File: config.mk
export PLATFORM = sky130hd
export DESIGN_NAME = rr_credit_allocator_flat
export DESIGN_NICKNAME = d
export VERILOG_FILES = /design/src/rtl/xbar_pkg.sv /design/src/rtl/rr_credit_allocator_if.sv /design/src/rtl/rr_arbiter.sv /design/src/rtl/rr_credit_allocator.sv /design/src/flat_wrapper.sv
export SDC_FILE = /design/constraint.sdc
export NUM_CORES = 1
export LEC_CHECK = 0
export CAP_MARGIN = 10
export CORE_MARGIN = 2
export CORE_UTILIZATION = 46
export DETAILED_ROUTE_END_ITERATION = 16
export GPL_TIMING_DRIVEN = 0
export PLACE_DENSITY = 0.8
export SYNTH_ARGS = -nofsm -noshare
export SYNTH_HDL_FRONTEND = slang
export SYNTH_SLANG_ARGS = --single-unit
File: constraint.sdc
create_clock -name i_clk -period 5.3 [get_ports i_clk]
set_clock_uncertainty 0.15 [all_clocks]
set_input_delay 1.325 -clock i_clk [delete_from_list [all_inputs] [get_ports i_clk]]
set_output_delay 1.325 -clock i_clk [all_outputs]
set_load 0.02 [all_outputs]
File: src/rtl/xbar_pkg.sv
// ---------------------------------------------------------------------------
// xbar_pkg
// Shared definitions for the crossbar output-port allocator:
//   - phit type codes carried in bits [3:2] of each input phit's top nibble
//   - allocator state enum (IDLE / BUSY)
//   - small one-hot / index conversion helpers
// ---------------------------------------------------------------------------
package xbar_pkg;

    localparam logic [1:0] TYPE_HEAD    = 2'b11;
    localparam logic [1:0] TYPE_PAYLOAD = 2'b10;

    localparam int N_IN = 4;

    typedef enum logic {
        IDLE = 1'b0,
        BUSY = 1'b1
    } state_e;

    function automatic logic [N_IN-1:0] idx_to_onehot(input logic [1:0] idx);
        return 4'b0001 << idx;
    endfunction

    // Assumes at most one bit set; an all-zero input maps to index 0.
    function automatic logic [1:0] onehot_to_idx(input logic [N_IN-1:0] oh);
        logic [1:0] idx;
        idx = '0;
        for (int i = 0; i < N_IN; i++) begin
            if (oh[i]) idx = 2'(i);
        end
        return idx;
    endfunction

endpackage

File: src/rtl/rr_credit_allocator_if.sv
// ---------------------------------------------------------------------------
// rr_credit_allocator_if
// Bundles the per-output-port allocator signals.
//   i_this_port        : index of the output port this allocator serves
//   i_r0..i_r3         : top nibble of each input phit ([3:2] type, [1:0] route)
//   i_valid            : phit present per input
//   i_credit           : one downstream slot freed this cycle
//   o_select           : one-hot crossbar select (zero = no transfer)
//   o_shift            : discard upper route bits (head phits)
//   o_ready            : per-input consume strobe
//   o_valid            : phit driven downstream this cycle
//   o_credits          : current credit count
//   o_credit_err       : sticky credit-overflow flag
// master = the environment driving inputs, slave = the allocator.
// ---------------------------------------------------------------------------
interface rr_credit_allocator_if;
    logic [1:0] i_this_port;
    logic [3:0] i_r0;
    logic [3:0] i_r1;
    logic [3:0] i_r2;
    logic [3:0] i_r3;
    logic [3:0] i_valid;
    logic       i_credit;
    logic [3:0] o_select;
    logic       o_shift;
    logic [3:0] o_ready;
    logic       o_valid;
    logic [3:0] o_credits;
    logic       o_credit_err;

    modport master (
        output i_this_port, i_r0, i_r1, i_r2, i_r3, i_valid, i_credit,
        input  o_select, o_shift, o_ready, o_valid, o_credits, o_credit_err
    );

    modport slave (
        input  i_this_port, i_r0, i_r1, i_r2, i_r3, i_valid, i_credit,
        output o_select, o_shift, o_ready, o_valid, o_credits, o_credit_err
    );
endinterface

File: src/rtl/rr_arbiter.sv
// ---------------------------------------------------------------------------
// rr_arbiter
// Rotating-priority search over four requests. Starting at ptr_i, the first
// set request found walking ptr, ptr+1, ... (mod 4) is granted.
//   req_i : request vector
//   ptr_i : highest-priority index this cycle
//   gnt_o : one-hot grant (zero when no request)
// ---------------------------------------------------------------------------
module rr_arbiter
    import xbar_pkg::*;
(
    input  logic [N_IN-1:0] req_i,
    input  logic [1:0]      ptr_i,
    output logic [N_IN-1:0] gnt_o
);

    logic       found;
    logic [1:0] idx;

    always_comb begin
        gnt_o = '0;
        found = 1'b0;
        idx   = '0;
        for (int i = 0; i < N_IN; i++) begin
            // 2-bit wrap gives the modulo-4 walk for free.
            idx = ptr_i + 2'(i);
            if (!found && req_i[idx]) begin
                gnt_o[idx] = 1'b1;
                found      = 1'b1;
            end
        end
    end

endmodule

File: src/rtl/rr_credit_allocator.sv
// ---------------------------------------------------------------------------
// rr_credit_allocator
// Output-port allocator for a 4-input wormhole crossbar. Heads addressed to
// this port are arbitrated round-robin; the winner owns the port until its
// packet ends (owner phit valid and not PAYLOAD). Each forwarded phit consumes
// one downstream credit; transfers stall while no credit is available.
// Ports:
//   CREDITS : downstream buffer depth in phits (1..15)
//   i_clk   : clock, rising edge
//   i_rst   : synchronous active-high reset
//   bus     : rr_credit_allocator_if.slave (phits, valid, credit, selects)
// All outputs except o_credits/o_credit_err are combinational.
// ---------------------------------------------------------------------------
module rr_credit_allocator
    import xbar_pkg::*;
#(
    parameter int CREDITS = 4
) (
    input  logic                       i_clk,
    input  logic                       i_rst,
    rr_credit_allocator_if.slave       bus
);

    localparam logic [3:0] CRED_MAX = 4'(CREDITS);

    state_e     state_q, state_d;
    logic [1:0] owner_q, owner_d;
    logic [1:0] ptr_q, ptr_d;
    logic [3:0] credits_q, credits_d;
    logic       err_q, err_d;

    logic [3:0] phit [N_IN];
    logic [N_IN-1:0] req;
    logic [N_IN-1:0] gnt;
    logic [1:0] gnt_idx;
    logic [1:0] owner_type;
    logic       owner_vld;
    logic       port_free;
    logic       have_credit;
    logic       grant_en;
    logic       fwd_en;

    logic [3:0] select;
    logic       shift;
    logic [3:0] ready;
    logic       valid;

    assign phit[0] = bus.i_r0;
    assign phit[1] = bus.i_r1;
    assign phit[2] = bus.i_r2;
    assign phit[3] = bus.i_r3;

    always_comb begin
        for (int n = 0; n < N_IN; n++) begin
            req[n] = bus.i_valid[n] && (phit[n][3:2] == TYPE_HEAD)
                     && (phit[n][1:0] == bus.i_this_port);
        end
    end

    rr_arbiter u_arb (
        .req_i (req),
        .ptr_i (ptr_q),
        .gnt_o (gnt)
    );

    assign gnt_idx     = onehot_to_idx(gnt);
    assign owner_type  = phit[owner_q][3:2];
    assign owner_vld   = bus.i_valid[owner_q];
    assign have_credit = (credits_q != 4'd0);

    // A valid non-PAYLOAD phit on the owner marks the end of its packet, so
    // the port can be handed over in that very cycle.
    assign port_free = (state_q == IDLE) || (owner_vld && (owner_type != TYPE_PAYLOAD));
    assign grant_en  = !i_rst && port_free && have_credit && (|req);
    assign fwd_en    = !i_rst && (state_q == BUSY) && owner_vld
                       && (owner_type == TYPE_PAYLOAD) && have_credit;

    always_comb begin
        select = '0;
        shift  = 1'b0;
        ready  = '0;
        valid  = 1'b0;
        if (grant_en) begin
            select = gnt;
            shift  = 1'b1;
            ready  = gnt;
            valid  = 1'b1;
        end else if (fwd_en) begin
            select = idx_to_onehot(owner_q);
            ready  = idx_to_onehot(owner_q);
            valid  = 1'b1;
        end
    end

    always_comb begin
        state_d = state_q;
        owner_d = owner_q;
        ptr_d   = ptr_q;
        if (grant_en) begin
            state_d = BUSY;
            owner_d = gnt_idx;
            ptr_d   = gnt_idx + 2'd1;
        end else if (port_free) begin
            state_d = IDLE;
        end
    end

    // Simultaneous consume and return cancel; a return while already full is
    // an upstream protocol error and is latched rather than wrapped.
    always_comb begin
        credits_d = credits_q;
        err_d     = err_q;
        if (valid && !bus.i_credit) begin
            credits_d = credits_q - 4'd1;
        end else if (bus.i_credit && !valid) begin
            if (credits_q == CRED_MAX) begin
                err_d = 1'b1;
            end else begin
                credits_d = credits_q + 4'd1;
            end
        end
    end

    always_ff @(posedge i_clk) begin
        if (i_rst) begin
            state_q   <= IDLE;
            owner_q   <= '0;
            ptr_q     <= '0;
            credits_q <= CRED_MAX;
            err_q     <= 1'b0;
        end else begin
            state_q   <= state_d;
            owner_q   <= owner_d;
            ptr_q     <= ptr_d;
            credits_q <= credits_d;
            err_q     <= err_d;
        end
    end

    assign bus.o_select     = select;
    assign bus.o_shift      = shift;
    assign bus.o_ready      = ready;
    assign bus.o_valid      = valid;
    assign bus.o_credits    = credits_q;
    assign bus.o_credit_err = err_q;

endmodule
File: src/flat_wrapper.sv
// flat-port wrapper written by rule: the top's interface ports become plain ports
module rr_credit_allocator_flat import xbar_pkg::*;
#(
    parameter int CREDITS = 4
)
  (i_clk, i_rst, bus_i_this_port, bus_i_r0, bus_i_r1, bus_i_r2, bus_i_r3, bus_i_valid, bus_i_credit, bus_o_select, bus_o_shift, bus_o_ready, bus_o_valid, bus_o_credits, bus_o_credit_err);
  rr_credit_allocator_if bus_i ();
  input  logic i_clk;
  input  logic i_rst;
  input wire logic [$bits(bus_i.i_this_port)-1:0] bus_i_this_port;
  input wire logic [$bits(bus_i.i_r0)-1:0] bus_i_r0;
  input wire logic [$bits(bus_i.i_r1)-1:0] bus_i_r1;
  input wire logic [$bits(bus_i.i_r2)-1:0] bus_i_r2;
  input wire logic [$bits(bus_i.i_r3)-1:0] bus_i_r3;
  input wire logic [$bits(bus_i.i_valid)-1:0] bus_i_valid;
  input wire logic [$bits(bus_i.i_credit)-1:0] bus_i_credit;
  output wire logic [$bits(bus_i.o_select)-1:0] bus_o_select;
  output wire logic [$bits(bus_i.o_shift)-1:0] bus_o_shift;
  output wire logic [$bits(bus_i.o_ready)-1:0] bus_o_ready;
  output wire logic [$bits(bus_i.o_valid)-1:0] bus_o_valid;
  output wire logic [$bits(bus_i.o_credits)-1:0] bus_o_credits;
  output wire logic [$bits(bus_i.o_credit_err)-1:0] bus_o_credit_err;
  assign bus_i.i_this_port = bus_i_this_port;
  assign bus_i.i_r0 = bus_i_r0;
  assign bus_i.i_r1 = bus_i_r1;
  assign bus_i.i_r2 = bus_i_r2;
  assign bus_i.i_r3 = bus_i_r3;
  assign bus_i.i_valid = bus_i_valid;
  assign bus_i.i_credit = bus_i_credit;
  assign bus_o_select = bus_i.o_select;
  assign bus_o_shift = bus_i.o_shift;
  assign bus_o_ready = bus_i.o_ready;
  assign bus_o_valid = bus_i.o_valid;
  assign bus_o_credits = bus_i.o_credits;
  assign bus_o_credit_err = bus_i.o_credit_err;
  rr_credit_allocator #(.CREDITS(CREDITS)) u_core (.i_clk(i_clk), .i_rst(i_rst), .bus(bus_i));
endmodule
# ---- Word level (Yosys, flattened, before mapping)
# Cells that the tools add are included.
dict set report word_totals {
  regBits 10
  in_bits 25
  output_inout_bits 15
  wordCells 119
}
dict set report classes {
  addsub 6
  magnitude_cmp 10
  eq_ne 12
  shift 1
  n_mux 41
  n_bitwise 6
  n_reduce_logical 38
}
# op n
set ops {}
lappend ops {{$mux 4} 11}
lappend ops {{$logic_and 1x1->1} 25}
lappend ops {{$mux 1} 18}
lappend ops {{$lt 2x3->1 const B} 5}
lappend ops {{$or 4x4->4} 3}
lappend ops {{$bmux 1 s2} 5}
lappend ops {{$eq 2x2->1 const B} 5}
lappend ops {{$bmux 4 s2} 1}
lappend ops {{$demux 1 s2} 4}
lappend ops {{$eq 2x2->1} 4}
lappend ops {{$ge 2x1->1 const B} 4}
lappend ops {{$logic_not 1->1} 6}
lappend ops {{$add 2x1->2 const B} 2}
lappend ops {{$add 2x2->2 const B} 2}
lappend ops {{$add 4x1->4 const B} 1}
lappend ops {{$eq 4x3->1 const B} 1}
lappend ops {{$mux 2} 2}
lappend ops {{$reduce_bool 2->1} 2}
lappend ops {{$reduce_bool 4->1} 1}
lappend ops {{$reduce_or 4->1} 1}
lappend ops {{$shl 1x2->4 const A} 1}
lappend ops {{$sub 4x1->4 const B} 1}
lappend ops {{$ge 3x3->1 const B} 1}
lappend ops {{$not 2->3} 1}
lappend ops {{6 further kinds} 7}

# ---- Logic depth before layout (Yosys ltp)
dict set report logic_depth {
  depth_word 19
  mapped_depth 16
  mapped_depth_nobuf 15
}

# ---- Cells and area by module
# A second synthesis with hierarchy kept.
dict set report hier_totals {
  cells_unflattened 140
  hier_area_um2 1239.9
}
# module instances cells_each area_each_um2 seq_area_each_um2
set modules_own_cells {}
lappend modules_own_cells {rr_credit_allocator 1 104 902.1 200.2}
lappend modules_own_cells {rr_arbiter 1 36 337.8 0.0}

# ---- Worst setup path after synthesis
# OpenSTA, ideal clock, no wires.
dict set report synth_path {
  kind {input -> output}
  start {input bus_i_this_port[0]}
  end {output bus_o_select[1]}
  arrival_time_ps 3301
  t_required_ps 3825
  setup_slack_ps 524
  path_stages 10
  n_path_buf 2
  cell_sequence {clkbuf_8 -> xor2_1 -> nor3_1 -> a21oi_1 -> or3_1 -> a2bb2oi_1 -> a221o_1 -> nand2_1 -> o31ai_1 -> buf_4}
}
dict set report synth_via {
  elab_chain_len 15
  elab_cells_between_ends 35
  classes_between {eq/ne (4); mux (16); bitwise (3); reduce/logical (12)}
}
# item line_no
set synth_rtl {}
lappend synth_rtl {{start, declared} flat_wrapper.sv:10} ;# input wire logic [$bits(bus_i.i_this_port)-1:0] bus_i_this_port;
lappend synth_rtl {{$eq 2x2->1} rr_credit_allocator.sv:56} ;# && (phit[n][1:0] == bus.i_this_port);
lappend synth_rtl {{$logic_and 1x1->1} rr_credit_allocator.sv:56}
lappend synth_rtl {{$bmux 1 s2} rr_arbiter.sv:27} ;# if (!found && req_i[idx]) begin
lappend synth_rtl {{$mux 1 (implied by the code)} rr_arbiter.sv:27}
lappend synth_rtl {{$mux 1} rr_arbiter.sv:27}
lappend synth_rtl {{$logic_not 1->1} rr_arbiter.sv:27}
lappend synth_rtl {{$logic_and 1x1->1} rr_arbiter.sv:27}
lappend synth_rtl {{$mux 1} rr_arbiter.sv:27}
lappend synth_rtl {{$logic_not 1->1} rr_arbiter.sv:27}
lappend synth_rtl {{$logic_and 1x1->1} rr_arbiter.sv:27}
lappend synth_rtl {{$mux 1} rr_arbiter.sv:27}
lappend synth_rtl {{$logic_not 1->1} rr_arbiter.sv:27}
lappend synth_rtl {{$logic_and 1x1->1} rr_arbiter.sv:27}
lappend synth_rtl {{$mux 4} rr_arbiter.sv:27}
lappend synth_rtl {{$mux 4 *} --}
lappend synth_rtl {{end, declared} flat_wrapper.sv:17} ;# output wire logic [$bits(bus_i.o_select)-1:0] bus_o_select;
# Every way passes the cells marked *; elsewhere a longest branch is shown, timed or not. The select of a mux whose other input is x is not followed.

# ---- Final worst setup path
dict set report layout_path {
  start {input bus_i_this_port[1]}
  end {output bus_o_select[1]}
}
dict set report layout_via {
  elab_chain_len 15
  elab_cells_between_ends 35
  classes_between {eq/ne (4); mux (16); bitwise (3); reduce/logical (12)}
}
# item line_no
set layout_rtl {}
lappend layout_rtl {{$eq 2x2->1} rr_credit_allocator.sv:56}
lappend layout_rtl {{$logic_and 1x1->1} rr_credit_allocator.sv:56}
lappend layout_rtl {{$bmux 1 s2} rr_arbiter.sv:27}
lappend layout_rtl {{$mux 1 (implied by the code)} rr_arbiter.sv:27}
lappend layout_rtl {{$mux 1} rr_arbiter.sv:27}
lappend layout_rtl {{$logic_not 1->1} rr_arbiter.sv:27}
lappend layout_rtl {{$logic_and 1x1->1} rr_arbiter.sv:27}
lappend layout_rtl {{$mux 1} rr_arbiter.sv:27}
lappend layout_rtl {{$logic_not 1->1} rr_arbiter.sv:27}
lappend layout_rtl {{$logic_and 1x1->1} rr_arbiter.sv:27}
lappend layout_rtl {{$mux 1} rr_arbiter.sv:27}
lappend layout_rtl {{$logic_not 1->1} rr_arbiter.sv:27}
lappend layout_rtl {{$logic_and 1x1->1} rr_arbiter.sv:27}
lappend layout_rtl {{$mux 4} rr_arbiter.sv:27}
lappend layout_rtl {{$mux 4 *} rr_credit_allocator.sv:83} ;# if (grant_en) begin
# Marked as above.

==> results.yml <==
power_and_ir_drop:
  intPower_mw: 0.3092
  pwr_density_cell_nw_per_um2: 284.8
  p_leak_nw: 0.9902
  netSwitchingFraction_pct: 46.90
  irDropWorstVdd_mv: 0.3145
  power.share.sequential_pct: 21.8
  power_mw: 0.5822
  p_sw_mw: 0.2731
  combPwrFrac_pct: 65.5
  clkPwrFrac_pct: 12.7
sta:
  tightest_slew_ps: 427.9
  maxSlewViolCount: 0
  fin_setup_tns_ps: -7.177
  whs_ps: 330.1
  period_share_pct: 100.1
  min_period_ps: 5307
  finalSetupViolCount: 1
  relSlewSlack_pct: 71.47
  fmax_mhz: 188.4
  hold_violations: 0
  worst_slack_ps: -7.177
yosys:
  yosys_warnings: 0
  synthSimpleGateAreaFrac_pct: 23.70
  synth_edf_count: 0
  synth_area_per_cell_um2: 8.092
  synthTopCellsByArea: "dfxtp_1 16%, ha_1 12%, xor2_1 5.7%"
  synthAdderAreaFrac_pct: 13.84
  synth_flop_cell: "dfxtp_1"
  synthArstFlopShare_pct: 0
  synth.area.mux_share_pct: 3.561
  synth_top_area_share_pct: 16.28
  synth_compound_area_share_pct: 25.53
  syn_nets: 190
  synth_cell_types: 50
  synth_area_um2: 1230
  synth_top_family_by_area: "compound AO/OA/AOI/OAI gates"
  synth_seq_area_share_pct: 16.28
  yosysTopAreaCell: "dfxtp_1"
  ys_seq_elements: 10
  synthXorXnorAreaFrac_pct: 7.833
  syn-instance-count: 152
floorplanning:
  initial_utilization_pct: 49.20
  ios: 40
  dieArea_um2: 3104
  rows: 18
  core-area_um2: 2500
  die_y_um: 55.71
  die_w_um: 55.71
critical_path:
  cp_slowest_cell: "nor3b_2"
  path_delay_family: "simple AND/OR/NAND/NOR gates"
  crit_fanout: 4
  crit_top_cell: "buf_4"
  endpoint_kind: "output port"
  critPathRequiredTime_ps: 3830
  worst-path-buf-inv: 4
  arrival_ps: 3830
  slowest_delay_ps: 360
  path_cells: "buf_2 > xor2_2 > nor4_4 > buf_4 > nor3b_2 > nor3b_1 > mux2_1 > a221o_1 > nand2_2 > o31ai_1 > buf_4 > buf_4"
  critPathKind: "in -> out"
  cp-start-kind: "primary input"
grt:
  grt_max_degree: 11
  grt_overflow: 0
  grt_pass1_wl_um: 6403
  antenna_found_initial: 0
  grtUsageTotal_pct: 24.95
  grt_pass1_vias: 1437
final_layout:
  layout.nets: 245
  multi_input_area_um2: 1165
  seq_area_um2: 200.2
  fin_util_pct: 81.78
  drive_above_1_share_pct: 33.50
  area_delta_synth_final_pct: 66.23
  antennaDiodeCount: 0
  stdcell_count: 236
  nFillCells: 145
route:
  drtAntennaViolNets: 0
  via_count: 1500
  routedWlPerCell_um: 19.97
  firstDrtPassIters: 4
  routed_wl_um: 4712
  drt-vias-per-instance: 6.356
  drt_iter0_markers: 78
  drc: 0
clock_tree:
  max-clock-path-buffers: 2
  cts_made_buffers: 3
  cts.clk_slew.worst_paths_ps: 70
  cts_sinks: 10
  tritoncts: "yes"
  htreeDepth: 1
  clock_latency_ps: 280
  postCtsHoldBufs: 0
  clock-root-buffer: "clkbuf_4"
run_status:
  failed_checks: "setup timing"
  outcome: "finished, violations left"
hold_path:
  hp-class: "reg -> reg"
place:
  placed_cells: 220
  port_buffers: 38
  globalplace.congestion: 0.8235
  dp_hpwl_um: 2620
flow_run:
  maxCapViolCount: 0
## power by group through the flow
stage	clock network, mW	logic, mW	registers, mW
2_1_floorplan	0	0.199	0.139
3_3_place_gp	0	0.307	0.125
3_5_place_dp	0	0.317	0.126
4_1_cts	0.0727	0.347	0.125
5_1_grt	0.0778	0.407	0.130
6_report	0.0742	0.381	0.127
## worst paths after layout
| path | depth (start not counted) | slack [ps] | start | endpoint |
|---|---|---|---|---|
| max | 12 | -7 | bus_i_this_port[1] | bus_o_select[1] |
| min | 2 | 330 | u_core.bus.o_credit_err$_SDFFE_PP0P_ | u_core.bus.o_credit_err$_SDFFE_PP0P_ |
| max reg2reg | 16 | 1920 | u_core.owner_q[1]$_SDFFE_PP0P_ | u_core.bus.o_credits[3]$_SDFFE_PP0P_ |
| min reg2reg | 2 | 330 | u_core.bus.o_credit_err$_SDFFE_PP0P_ | u_core.bus.o_credit_err$_SDFFE_PP0P_ |
## cell usage after synthesis (all sizes together) (3+ instances only)
| cell type | number |
|---|---|
| a221o | 3 |
| nand2 | 9 |
| nor2 | 13 |
| buf | 4 |
| xnor2 | 3 |
| dfxtp | 10 |
| nand3 | 8 |
| a21oi | 7 |
| clkbuf | 4 |
| a211oi | 4 |
| a22o | 4 |
| nor4 | 4 |
| nor3 | 8 |
| a21o | 3 |
| xor2 | 8 |
| or3 | 3 |
| inv | 13 |
| ha | 12 |
## worst min-delay path: stages, from the launching register on
cell,delay [ps]
dfxtp_1,330
a21oi_1,50
nor2_1,70
## registers in the layout (all words and copies together) (netlist names)
name / flops
u_core.state_q: 1
u_core.ptr_q: 2
u_core.bus.o_credit_err: 1
u_core.bus.o_credits: 4
u_core.owner_q: 2
## layout make-up
cell class,instances,share of cell area [%]
inverters,13,2.387
flip-flops and latches,10,9.792
repair buffers,50,24.05
plain buffers,8,3.182
well taps,30,1.836
multi-input cells,121,56.98
clock buffers,4,1.775
## layout by cell type (no fill, tap or decap), drive strengths merged, types with 5 or more instances in the layout
cell | Yosys | final
clkdlybuf4s50 | 0 | 8
dlymetal6s2s | 0 | 18
inv | 13 | 13
nand2 | 9 | 9
a21oi | 7 | 7
nor2 | 13 | 13
buf | 4 | 21
dlygate4sd2 | 0 | 5
xor2 | 8 | 8
nor3 | 8 | 8
dfxtp | 10 | 10
clkbuf | 4 | 8
nand3 | 8 | 8
ha | 12 | 12
## kinds of logic after synthesis
group | after synthesis
buffers and inverters | 21
XOR/XNOR | 11
adder cells (fa/ha/maj) | 13
AO/OA/AOI/OAI | 39
multiplexers | 3
AND/OR/NAND/NOR | 55
flip-flops | 10
## routing by layer
metal / routed length, um / GRT usage (%) / part of all wire (%) / vias to the layer above
met5: 0 / 0 / 0 / -
met4: 308 / 10.10 / 6.5 / 0
met3: 296 / 3.023 / 6.3 / 33
met2: 2385 / 48.64 / 51 / 97
met1: 1721 / 26.61 / 37 / 700
li1: - / - / - / 670
## stage by stage
stage               setup WS, ps  cell area, um2
floorplan                  523.9            1230
global placement          -571.9            1648
detailed placement        -737.6            1648
CTS                       -35.02            1877
global route              -62.54            2044
finish                    -7.177            2044
## repair_timing
| item | CTS | global route |
|---|---|---|
| setup endpoints to repair | 10 | 10 |
| pin swaps | 10 | 12 |
| resized for setup | 54 | 34 |
| buffers inserted | 7 | 5 |
Note: power is estimated with default switching activity, not from simulation.
==> edit: new RTL, same flow settings <==
Make the reset (`i_rst`) asynchronous in one clocked block. Comments in the files are not updated.
--- a/src/rtl/rr_credit_allocator.sv
+++ b/src/rtl/rr_credit_allocator.sv
@@ -121,7 +121,7 @@
         end
     end
 
-    always_ff @(posedge i_clk) begin
+    always_ff @(posedge i_clk or posedge i_rst) begin
         if (i_rst) begin
             state_q   <= IDLE;
             owner_q   <= '0;
Behaviour: differs if i_rst is asserted again (counterexample within 4 cycles, from zero or initial values and one cycle with i_rst high); with i_rst held inactive, the same outputs for 10 cycles.
==> edit against the original RTL <==
- critical path type unchanged
- cell area is 4.5% lower
- setup slack better by 0.091 ns
- clock power is 3.2% lower
- largest power group unchanged
- sequential cell count stayed put
- combinational power is 6.3% lower
- critical path depth is 2 lower
- hold slack worse by 0.0074 ns
- synthesized area is 5.3% higher
- sequential power is 13% higher
- highest routed layer unchanged
- total power is 1.8% lower
- wire length is 16% lower
==> edit: results (changes against the original RTL) <==
{| class="wikitable"
! Metric !! Value
|-
| Placed standard-cell area || 1720 um^2 (was 1650 um^2)
|-
| Dpl ws || -0.635 ns (was -0.738 ns)
|-
| Most frequent cells after synthesis || inv_1, nand2_1, ha_1, xor2_1, dfrtp_1 (was nor2_1, ha_1, inv_1, dfxtp_1, nand2_1)
|-
| Net Count, Synth || 194 (was 190)
|-
| Setup slack, reg-to-reg || 1.82 ns (was 1.92 ns)
|-
| Mean post-synth cell area || 8.30 um^2 (was 8.09 um^2)
|-
| Core occupancy in the finished layout || 72.0% (was 81.8%)
|-
| Weighted congestion reported at the end of routability-driven placement || 0.845 (was 0.824)
|-
| Cell at the root of the clock tree || clkbuf_4 (unchanged)
|-
| Delay of the slowest critical-path stage || 0.51 ns (was 0.36 ns)
|-
| Worst path arrival time || 3.74 ns (was 3.83 ns)
|-
| Predominant post-synthesis flop cell || dfrtp_1 (was dfxtp_1)
|-
| Yosys Warn Count || 0 (unchanged)
|-
| Final net count || 242 (was 245)
|-
| FFs w/ async S/R, synth || 100% (was 0%)
|-
| Global-route wire length before repair || 6360 um (was 6400 um)
|-
| Count of buffers inserted at the top-level ports || 39 (was 38)
|-
| GRT Total Usage || 24.3% (was 25.0%)
|-
| Vias in the first global route || 1490 (was 1437)
|-
| Reg2reg path depth || 14 (was 16)
|-
| Run status || finished clean (was complete, but fails checks)
|-
| Total wire length after detailed routing || 3940 um (was 4710 um)
|-
| Post-DR vias/cell || 5.95 (was 6.36)
|-
| Maximum net fanout on the critical path || 6 (was 4)
|-
| Worst voltage drop across the vdd grid || 0.273 mV (was 0.315 mV)
|-
| FILL cells || 203 (was 145)
|-
| FF-to-FF Start || u_core.owner_q[1] (unchanged)
|-
| HPWL reported at the end of detailed placement || 2830 um (was 2620 um)
|-
| Final worst slack || 0.0837 ns (was -0.00718 ns)
|-
| First element of the critical path || bus_i_valid[3] (was bus_i_this_port[1])
|-
| Worst setup path endpoint || bus_o_select[2] (was bus_o_select[1])
|-
| Top area cells in the synthesized netlist || dfrtp_1, ha_1, xor2_1, mux4_2, inv_1 (was dfxtp_1, ha_1, xor2_1, nor2_1, inv_1)
|-
| CP max stage cell || clkdlybuf4s50_1 (was nor3b_2)
|-
| Endpoint of the lowest-slack register-to-register path || u_core.bus.o_credits[3] (unchanged)
|-
| Sequential-to-total area share from yosys stat || 19.4% (was 16.3%)
|-
| Count of placed standard cells including taps || 226 (was 220)
|-
| Share of post-route cells with drive strength above 1 || 31.0% (was 33.5%)
|-
| Cell leakage power || 0.940 nW (was 0.990 nW)
|-
| Transition time of the tightest slew-check pin || 0.458 ns (was 0.428 ns)
|-
| Max reg flops || 4 (unchanged)
|-
| Number of buffers added by the clock tree synthesis step || 3 (unchanged)
|-
| Wire length per cell || 16.8 um (was 20.0 um)
|-
| Drt first-iter violations || 47 (was 78)
|-
| Number of detailed-routing iterations run before antenna repair || 5 (was 4)
|-
| Cell family with most CP delay || simple AND/OR/NAND/NOR gates (unchanged)
|-
| Clock latency on the worst-skew pair || 0.27 ns
|}
-- edit: changes by cell type in the layout (fill, tap and decap cells not counted), moves of 4 or more --
cell / before / now
buf_4: 18 / 8
clkbuf_2: 0 / 7
clkdlybuf4s50_1: 8 / 20
dfrtp_1: 0 / 9
dfxtp_1: 10 / 0
dlygate4sd2_1: 5 / 0
dlymetal6s2s_1: 18 / 9
nand2_1: 8 / 13
nor2_1: 11 / 7
nor2b_1: 0 / 5
nor4_4: 4 / 0
-- edit: worst register-to-register path, cell delays in order, from the launching register on --
cell,delay [ns]
dfrtp_1,0.33
clkbuf_1,0.35
mux4_2,0.59
o21ai_1,0.16
nor2b_1,0.15
buf_2,0.20
inv_1,0.12
nand2_1,0.13
ha_1,0.24
ha_1,0.25
a21o_1,0.17
a21oi_1,0.18
xnor2_1,0.14
nor2_1,0.07
xor2_1,0.14
-- edit: how the worst min path moves through the flow --
stage,from,end,slack (ns),cells past startpoint
3_3_place_gp,u_core.bus.o_credit_err,u_core.bus.o_credit_err,0.29,1
2_1_floorplan,u_core.state_q,u_core.state_q,0.32,2
4_1_cts,u_core.bus.o_credit_err,u_core.bus.o_credit_err,0.33,1
5_1_grt,u_core.bus.o_credit_err,u_core.bus.o_credit_err,0.34,1
6_report,u_core.bus.o_credit_err,u_core.bus.o_credit_err,0.32,1
3_5_place_dp,u_core.bus.o_credit_err,u_core.bus.o_credit_err,0.31,1
-- edit: timing repair --
action / CTS / global route
setup buffers: 2 / 2
endpoints found under the setup margin: 9 / 9
pin swaps: 1 / 7
gates resized for setup: 32 / 38
hold endpoints to repair: 0 / 0
-- edit: where the power goes --
group	switching, mW	internal [mW]
Combinational	0.200	0.158
Clock	0.0300	0.0418
Sequential	0.0321	0.111
Total	0.262	0.310
-- edit: cells by family after synthesis --
family          count (synthesis)  synth area share (%)
simple gates                   59                  25.3
compound gates                 35                  19.8
buf+inv                        23                  8.02
fa+ha+maj                      13                  13.1
xor+xnor                       11                  7.44
flops                          10                  19.4
mux                             5                  6.86
-- edit: final cells by class --
| type | instances | share of cell area [%] |
|---|---|---|
| buffer | 8 | 2.44 |
| tap | 31 | 1.99 |
| multi-input combinational | 123 | 57.2 |
| inverter | 15 | 2.88 |
| sequential | 10 | 12.9 |
| clock buffer | 4 | 1.86 |
| timing repair buffer | 43 | 20.8 |
-- edit: metal layers --
metal  track usage [%]  part of all wire (%)  vias to the layer above
li1                  -                     -                      645
met1              27.5                    37                      666
met2              46.0                    54                       70
met3              3.40                   6.0                       12
met4              8.97                   2.8                        0
met5                 0                     0                        -
